==> src/rtl/sem_command_queue.sv <==
// sem_command_queue: FIFO-buffered issuer for the SEM controller command port.
// Packs queued requests, strobes them to an idle controller, times out handshakes.
module sem_command_queue #(
  parameter int DEPTH       = 4,
  parameter int PAD_W       = 10,
  parameter int LFA_W       = 18,
  parameter int WORD_W      = 7,
  parameter int BIT_W       = 5,
  parameter int ACK_CYCLES  = 16,
  parameter int DONE_CYCLES = 65536,
  localparam int CODE_W     = 4 + PAD_W + LFA_W + WORD_W + BIT_W,
  localparam int LVL_W      = $clog2(DEPTH) + 1
) (
  input  logic              clk,
  input  logic              rst,
  input  logic              req_valid,
  output logic              req_ready,
  input  logic [3:0]        req_cmd,
  input  logic [LFA_W-1:0]  req_lfa,
  input  logic [WORD_W-1:0] req_word,
  input  logic [BIT_W-1:0]  req_bit,
  input  logic              sem_en,
  input  logic              command_busy,
  output logic [CODE_W-1:0] command_code,
  output logic              command_strobe,
  output logic              issue_done,
  output logic [LVL_W-1:0]  fifo_level,
  output logic              ack_timeout,
  output logic              done_timeout,
  input  logic              err_clr
);

  localparam int PTR_W   = $clog2(DEPTH);
  localparam int ENT_W   = 4 + LFA_W + WORD_W + BIT_W;
  localparam int CNT_MAX = (ACK_CYCLES > DONE_CYCLES) ? ACK_CYCLES : DONE_CYCLES;
  localparam int CNT_W   = $clog2(CNT_MAX) + 1;

  typedef enum logic [1:0] {
    S_IDLE,
    S_WAIT_ACK,
    S_WAIT_DONE
  } state_t;

  logic [ENT_W-1:0]  r_mem [DEPTH];
  logic [PTR_W-1:0]  r_wptr;
  logic [PTR_W-1:0]  r_rptr;
  logic [LVL_W-1:0]  r_level;
  state_t            r_state;
  state_t            w_state_nx;
  logic [CNT_W-1:0]  r_cnt;
  logic [CNT_W-1:0]  w_cnt_nx;
  logic [CODE_W-1:0] r_code;
  logic              r_strobe;
  logic              r_done;
  logic              r_ack_to;
  logic              r_done_to;
  logic              w_push;
  logic              w_issue;
  logic              w_fin;
  logic              w_ack_ev;
  logic              w_done_ev;
  logic [ENT_W-1:0]  w_head;
  logic [CODE_W-1:0] w_head_code;

  assign req_ready   = !rst && (r_level < LVL_W'(DEPTH));
  assign w_push      = req_valid && req_ready;
  assign w_head      = r_mem[r_rptr];
  // Opcode sits above the pad; LFA/word/bit are contiguous below it.
  assign w_head_code = {w_head[ENT_W-1 -: 4], {PAD_W{1'b0}},
                        w_head[ENT_W-5:0]};

  assign command_code   = r_code;
  assign command_strobe = r_strobe;
  assign issue_done     = r_done;
  assign fifo_level     = r_level;
  assign ack_timeout    = r_ack_to;
  assign done_timeout   = r_done_to;

  // FIFO storage write; contents need no reset, level/pointers gate use.
  always_ff @(posedge clk) begin
    if (w_push) begin
      r_mem[r_wptr] <= {req_cmd, req_lfa, req_word, req_bit};
    end
  end

  // FIFO pointers and occupancy; pop happens only on the issue decision.
  always_ff @(posedge clk) begin
    if (rst) begin
      r_wptr  <= '0;
      r_rptr  <= '0;
      r_level <= '0;
    end else begin
      if (w_push)  r_wptr <= r_wptr + PTR_W'(1);
      if (w_issue) r_rptr <= r_rptr + PTR_W'(1);
      case ({w_push, w_issue})
        2'b10:   r_level <= r_level + LVL_W'(1);
        2'b01:   r_level <= r_level - LVL_W'(1);
        default: r_level <= r_level;
      endcase
    end
  end

  // Issue/handshake FSM next state, counter and event decode.
  always_comb begin
    w_state_nx = r_state;
    w_cnt_nx   = r_cnt;
    w_issue    = 1'b0;
    w_fin      = 1'b0;
    w_ack_ev   = 1'b0;
    w_done_ev  = 1'b0;
    unique case (r_state)
      S_IDLE: begin
        if (r_level != '0 && sem_en && !command_busy) begin
          w_issue    = 1'b1;
          w_cnt_nx   = '0;
          w_state_nx = S_WAIT_ACK;
        end
      end
      S_WAIT_ACK: begin
        if (command_busy) begin
          w_cnt_nx   = '0;
          w_state_nx = S_WAIT_DONE;
        end else if (r_cnt == CNT_W'(ACK_CYCLES - 1)) begin
          w_ack_ev   = 1'b1;
          w_fin      = 1'b1;
          w_state_nx = S_IDLE;
        end else begin
          w_cnt_nx = r_cnt + CNT_W'(1);
        end
      end
      S_WAIT_DONE: begin
        if (!command_busy) begin
          w_fin      = 1'b1;
          w_state_nx = S_IDLE;
        end else if (r_cnt == CNT_W'(DONE_CYCLES - 1)) begin
          w_done_ev  = 1'b1;
          w_fin      = 1'b1;
          w_state_nx = S_IDLE;
        end else begin
          w_cnt_nx = r_cnt + CNT_W'(1);
        end
      end
      default: w_state_nx = S_IDLE;
    endcase
  end

  // FSM state and handshake counter registers.
  always_ff @(posedge clk) begin
    if (rst) begin
      r_state <= S_IDLE;
      r_cnt   <= '0;
    end else begin
      r_state <= w_state_nx;
      r_cnt   <= w_cnt_nx;
    end
  end

  // Registered outputs; a new timeout wins over a same-cycle clear.
  always_ff @(posedge clk) begin
    if (rst) begin
      r_code    <= '0;
      r_strobe  <= 1'b0;
      r_done    <= 1'b0;
      r_ack_to  <= 1'b0;
      r_done_to <= 1'b0;
    end else begin
      if (w_issue) r_code <= w_head_code;
      r_strobe  <= w_issue;
      r_done    <= w_fin;
      r_ack_to  <= (r_ack_to && !err_clr) || w_ack_ev;
      r_done_to <= (r_done_to && !err_clr) || w_done_ev;
    end
  end

endmodule

==> config.mk <==
export PLATFORM = sky130hd
export DESIGN_NAME = sem_command_queue
export DESIGN_NICKNAME = d
export VERILOG_FILES = /design/src/rtl/sem_command_queue.sv
export SDC_FILE = /design/constraint.sdc
export NUM_CORES = 1
export LEC_CHECK = 0
export ABC_AREA = 1
export CAP_MARGIN = 20
export CORE_MARGIN = 4
export CORE_UTILIZATION = 60
export CTS_CLUSTER_DIAMETER = 60
export DETAILED_ROUTE_END_ITERATION = 10
export PLACE_DENSITY_LB_ADDON = 0.15
export SLEW_MARGIN = 25
export SYNTH_ARGS = -nofsm -noshare
export SYNTH_HDL_FRONTEND = slang
export SYNTH_SLANG_ARGS = --single-unit
==> constraint.sdc <==
create_clock -name clk -period 7.9 [get_ports clk]
set_input_delay 1.58 -clock clk [delete_from_list [all_inputs] [get_ports clk]]
set_output_delay 1.58 -clock clk [all_outputs]
set_load 0.02 [all_outputs]
After elaboration in Yosys (flattened, before gate mapping)
Memory sizes are Yosys's and may differ from the RTL's. A register that Yosys moved wholly into a read port is not among the register bits.
Cells that the tools add are included.
{ "word_totals": {"reg_bits": 30, "ram_bits": 136, "out_inout_bits": 52, "latchBits": 0, "memories": 1, "word_cells": 70, "romBits": 0} }
{ "classes": {"n_div": 0, "bitwise_logic": 0, "n_shift": 0, "muxes": 25, "multipliers": 0, "eq_ne": 12, "addsub": 5, "reduce_logical": 17, "order_cmp": 1} }
{ "mem_list": {"columns": ["memory", "depth", "width", "read_ports", "rd_clocked_by_memory_dff", "write_ports", "line", "text"], "rows": [
  ["r_mem", 4, 34, 1, 1, 1, "44", "logic [ENT_W-1:0] r_mem [DEPTH];"]
]} }
{ "op_table": {"columns": ["op", "n"], "rows": [
  ["$mux W17", 5],
  ["$pmux W17 S3", 1],
  ["$add A17 B1 Y17 const B", 1],
  ["$eq A17 B16 Y1 const B", 1],
  ["$eq A17 B4 Y1 const B", 1],
  ["$mux W1", 11],
  ["$mux W2", 5],
  ["$ne A3 B3 Y1 const B", 3],
  ["$logic_and A1 B1 Y1", 6],
  ["$ne A2 B2 Y1 const B", 3],
  ["$pmux W2 S3", 1],
  ["$pmux W3 S2", 1],
  ["$reduce_bool A3 Y1", 2],
  ["$reduce_and A5 Y1", 1],
  ["$add A2 B1 Y2 const B", 2],
  ["$eq A2 B1 Y1 const B", 2],
  ["$eq A2 B2 Y1 const B", 2],
  ["$add A3 B1 Y3 const B", 1],
  ["$logic_not A1 Y1", 3],
  ["$lt A3 B3 Y1 const B", 1],
  ["$reduce_and A3 Y1", 1],
  ["$sub A3 B1 Y3 const B", 1],
  ["$logic_not A2 Y1", 1],
  ["$logic_or A1 B1 Y1", 2],
  ["2 further kinds", 2]
]} }

Longest topological paths before layout
{ "logic_depth": {"ltp_word": 7, "depth_mapped": 14, "mapped_depth_nobuf": 14} }

Worst setup path after synthesis
OpenSTA, ideal clock, no wires.
{ "synth_timing": {"kind": "input port to flip-flop", "start": "in rst", "end": "mem r_mem[0][0] (netlist name), enable pin", "cell_stages": 4, "t_arrival_ns": 3.794, "slack_ns": 3.681, "cell_sequence": "buf_2 > nor2_1 > nand2_1 > nor2_1"} }
{ "synth_between": {"elab_chain_len": 5} }
{ "synth_rtl": {"columns": ["item", "line", "text"], "rows": [
  ["from (decl)", "15", "input logic rst,"],
  ["$logic_not A1 Y1", "65", "assign req_ready = !rst && (r_level < LVL_W'(DEPTH));"],
  ["$logic_and A1 B1 Y1", "65", null],
  ["via req_ready", "17", "output logic req_ready,"],
  ["$logic_and A1 B1 Y1", "66", "assign w_push = req_valid && req_ready;"],
  ["$mux W1", "81", "if (w_push) begin"],
  ["$mux W1 (not written as such)", "82", "r_mem[r_wptr] <= {req_cmd, req_lfa, req_word, req_bit};"],
  ["to (decl)", "44", null]
]} }
The timed path passes the listed nets, and every way through them passes these cells.

Worst setup path after layout
{ "layout_timing": {"start": "in rst", "end": "out req_ready"} }
{ "layout_between": {"elab_chain_len": 2} }
{ "layout_rtl": {"columns": ["item", "line"], "rows": [
  ["$logic_not A1 Y1", "65"],
  ["$logic_and A1 B1 Y1", "65"],
  ["to (decl)", "17"]
]} }
Every way passes these cells.

==> results.sh <==
export IMPL_die_y_um=124
export IMPL_path_cells="clkdlybuf4s50_1 -> nor2_1 -> clkdlybuf4s50_1"
export IMPL_diodes=0
export IMPL_worstPathBufferInverterCount=2
export IMPL_row_count=41
export IMPL_cpPeakStageDelay_ps=630
export IMPL_end_kind="output pin"
export IMPL_power_density_nw_per_um2=257
export IMPL_relSlewSlack_pct=41.1
export IMPL_fin_crit_ps=4570
export IMPL_timing_final_crit_share_pct=57.8
export IMPL_drive_above_1_share_pct=7.59
export IMPL_netlist_instances=758
export IMPL_drc_errors=0
export IMPL_clk_pin_slew_ps=70
export IMPL_die_area_um2=15300
export IMPL_cp_start_kind="primary input"
export IMPL_root_buffer="clkbuf_16"
export IMPL_rsz0062_at_grt="false"
export IMPL_ctsResizeCount=0
export IMPL_firstDrtPassIters=7
export IMPL_final_cell_mix="nor2_1 (169), edfxtp_1 (136), o21ai_0 (113)"
export IMPL_status="complete, no violations"
export IMPL_whs_ps=468
export IMPL_netlist_area_um2=8020
export IMPL_ys_warn_count=0
export IMPL_grt_max_degree=70
export IMPL_seq_area_frac_synth_pct=66.9
export IMPL_fin_skew_ps=6.75
export IMPL_grt_pass1_wl_um=27800
export IMPL_cp_slowest_cell="clkdlybuf4s50_1"
export IMPL_worstMarginPinSlew_ps=883
export IMPL_setup_worst_path_class="primary input to output pin"
export IMPL_setup_violations=0
export IMPL_timing_fmax_mhz=219
export IMPL_drv_cap=0
export IMPL_grt_overflow=0
export IMPL_synth_seq_cells=200
export IMPL_max_clock_path_buffers=2
export IMPL_nets=881
export IMPL_insertion_delay_ps=430
export IMPL_leakage_nw=3.43
export IMPL_cts_sinks=200
export IMPL_drv_slew=0
export IMPL_io_buffer_count=81
export IMPL_ant_nets=0
export IMPL_cts_hold_buffers=0
export IMPL_required_ps=6320
export IMPL_cts_buffers=17
export IMPL_power_total_mw=2.47
export IMPL_ios=92
export IMPL_placed_area_um2=9010
export IMPL_post_drt_via_cell_ratio=5.67
export IMPL_wl_per_cell_um=17.3
export IMPL_htreeDepth=4
export IMPL_gr_usage_all_layers_pct=23.9
export IMPL_final_common_cell="nor2_1"
export IMPL_cp_max_fo=9
export IMPL_core_um2=12900
export IMPL_post_cts_buffers=0
export IMPL_syn2layout_area_growth_pct=19.7
export IMPL_fp_dieW_um=124
export IMPL_yosysUniqueCellTypes=35
export IMPL_avgSynthCellArea_um2=10.6
export IMPL_setup_tns_ps=0
export IMPL_first_global_vias=5648
export IMPL_critPathArrivalTime_ps=2990
export IMPL_dpl_hpwl_um=10400
export IMPL_drt_iter0_markers=449
export IMPL_finish_instance_area_um2=9600
export IMPL_crit_top_cell="clkdlybuf4s50_1"
export IMPL_drt_wl_total_um=17600
export IMPL_cpLargestDelayFamily="buffers and inverters"
export IMPL_ir_drop_uv=201
export IMPL_worstHoldPathType="flip-flop to flip-flop"
export IMPL_initial_core_util_pct=62.3
export IMPL_cts_tree="done"
export IMPL_antenna_found_initial=1
export IMPL_place_congestion=0.900
export IMPL_num_vias=5758
export IMPL_hold_viol_final=0
report_power, final:
part           total [mW]  switching, mW  internal (mW)
Clock               0.857          0.379          0.478
Sequential           1.21         0.0320           1.17
Combinational       0.403          0.261          0.143
Total                2.47          0.671           1.79
registers in the layout, indices dropped and copies added (netlist names):
register / flops
command_strobe: 1
fifo_level: 3
r_state: 2
issue_done: 1
ack_timeout: 1
r_rptr: 2
r_mem: 136
done_timeout: 1
r_wptr: 2
command_code: 34
r_cnt: 17
worst paths after layout:
path / startpoint / endpoint / slack [ps] / cells after the start
min reg2reg: done_timeout$_SDFF_PP0_ / done_timeout$_SDFF_PP0_ / 470 / 2
min: done_timeout$_SDFF_PP0_ / done_timeout$_SDFF_PP0_ / 470 / 2
max reg2reg: r_cnt[0]$_SDFFE_PP0P_ / r_cnt[4]$_SDFFE_PP0P_ / 5470 / 14
max: rst / req_ready / 3330 / 3
through the flow:
step	util (%)	setup slack, ps	instances
after global routing	74.6	3210	1015
after CTS	74.5	3320	1015
after global placement	69.4	3320	980
after detailed placement	70.0	3330	983
final	74.6	3330	1015
after floorplan	-	3680	767
per-layer routing:
layer  up-vias  GRT usage, %  routed length (µm)
li1       2739             -                   -
met5         -             0                  11
met2       220          41.7                9070
met3        21          5.04                1120
met1      2776          29.1                7090
met4         2          9.48                 281
Yosys cell counts:
cell | count | area (µm²)
nor3b_1 | 1 | 7.51
o21bai_2 | 2 | 22.5
nor2_1 | 173 | 649
xor2_1 | 1 | 8.76
inv_1 | 44 | 165
or2_0 | 1 | 6.26
dfxtp_1 | 64 | 1280
buf_4 | 10 | 75.1
inv_2 | 4 | 15.0
nand2_1 | 61 | 229
buf_6 | 1 | 11.3
clkbuf_1 | 24 | 90.1
o21ai_0 | 113 | 566
nand3_2 | 1 | 10.0
nand2_4 | 1 | 11.3
a21oi_1 | 18 | 90.1
buf_2 | 8 | 40.0
conb_1 | 1 | 3.75
nor2_4 | 2 | 22.5
o21ai_2 | 4 | 35.0
o21bai_1 | 4 | 30.0
nand4_1 | 4 | 25.0
nand3_1 | 21 | 105
o22ai_1 | 34 | 213
clkinv_1 | 1 | 3.75
fa_1 | 1 | 20.0
edfxtp_1 | 136 | 4080
nand2_2 | 1 | 6.26
nand3b_1 | 1 | 7.51
ha_1 | 10 | 125
nor3_1 | 3 | 15.0
nand4_2 | 1 | 12.5
o21ai_1 | 4 | 20.0
buf_1 | 2 | 7.51
nor2_2 | 1 | 6.26
kinds of logic (layout without fill, tap and decap cells):
family          Yosys count  count (layout)  share of synthesized area, %
compound gates          179             179                          12.2
simple gates            272             272                          13.9
buf+inv                  94             170                          5.09
fa+ha+maj                11              11                          1.81
xor+xnor                  1               1                         0.109
other cells               1              10                        0.0468
flops                   200             200                          66.9
worst register-to-register path: cells and delay by family, from the launching register on:
kind	cells	cell delay [ps]
AOI/OAI and AO/OA	2	210
buffers and inverters	1	50
adders and majority gates	2	490
DFF	1	370
and+or+nand+nor	9	1250
area by class of cell:
type                            count  area, µm²
Timing Repair Buffer               89        931
Tap cell                          172        215
Clock inverter                     14        146
Inverter                           49        185
Fill cell                         872       3280
Clock buffer                       18        439
Sequential cell                   200       5370
Multi-Input combinational cell    473       2320
Power figures use the tool's default switching activity.
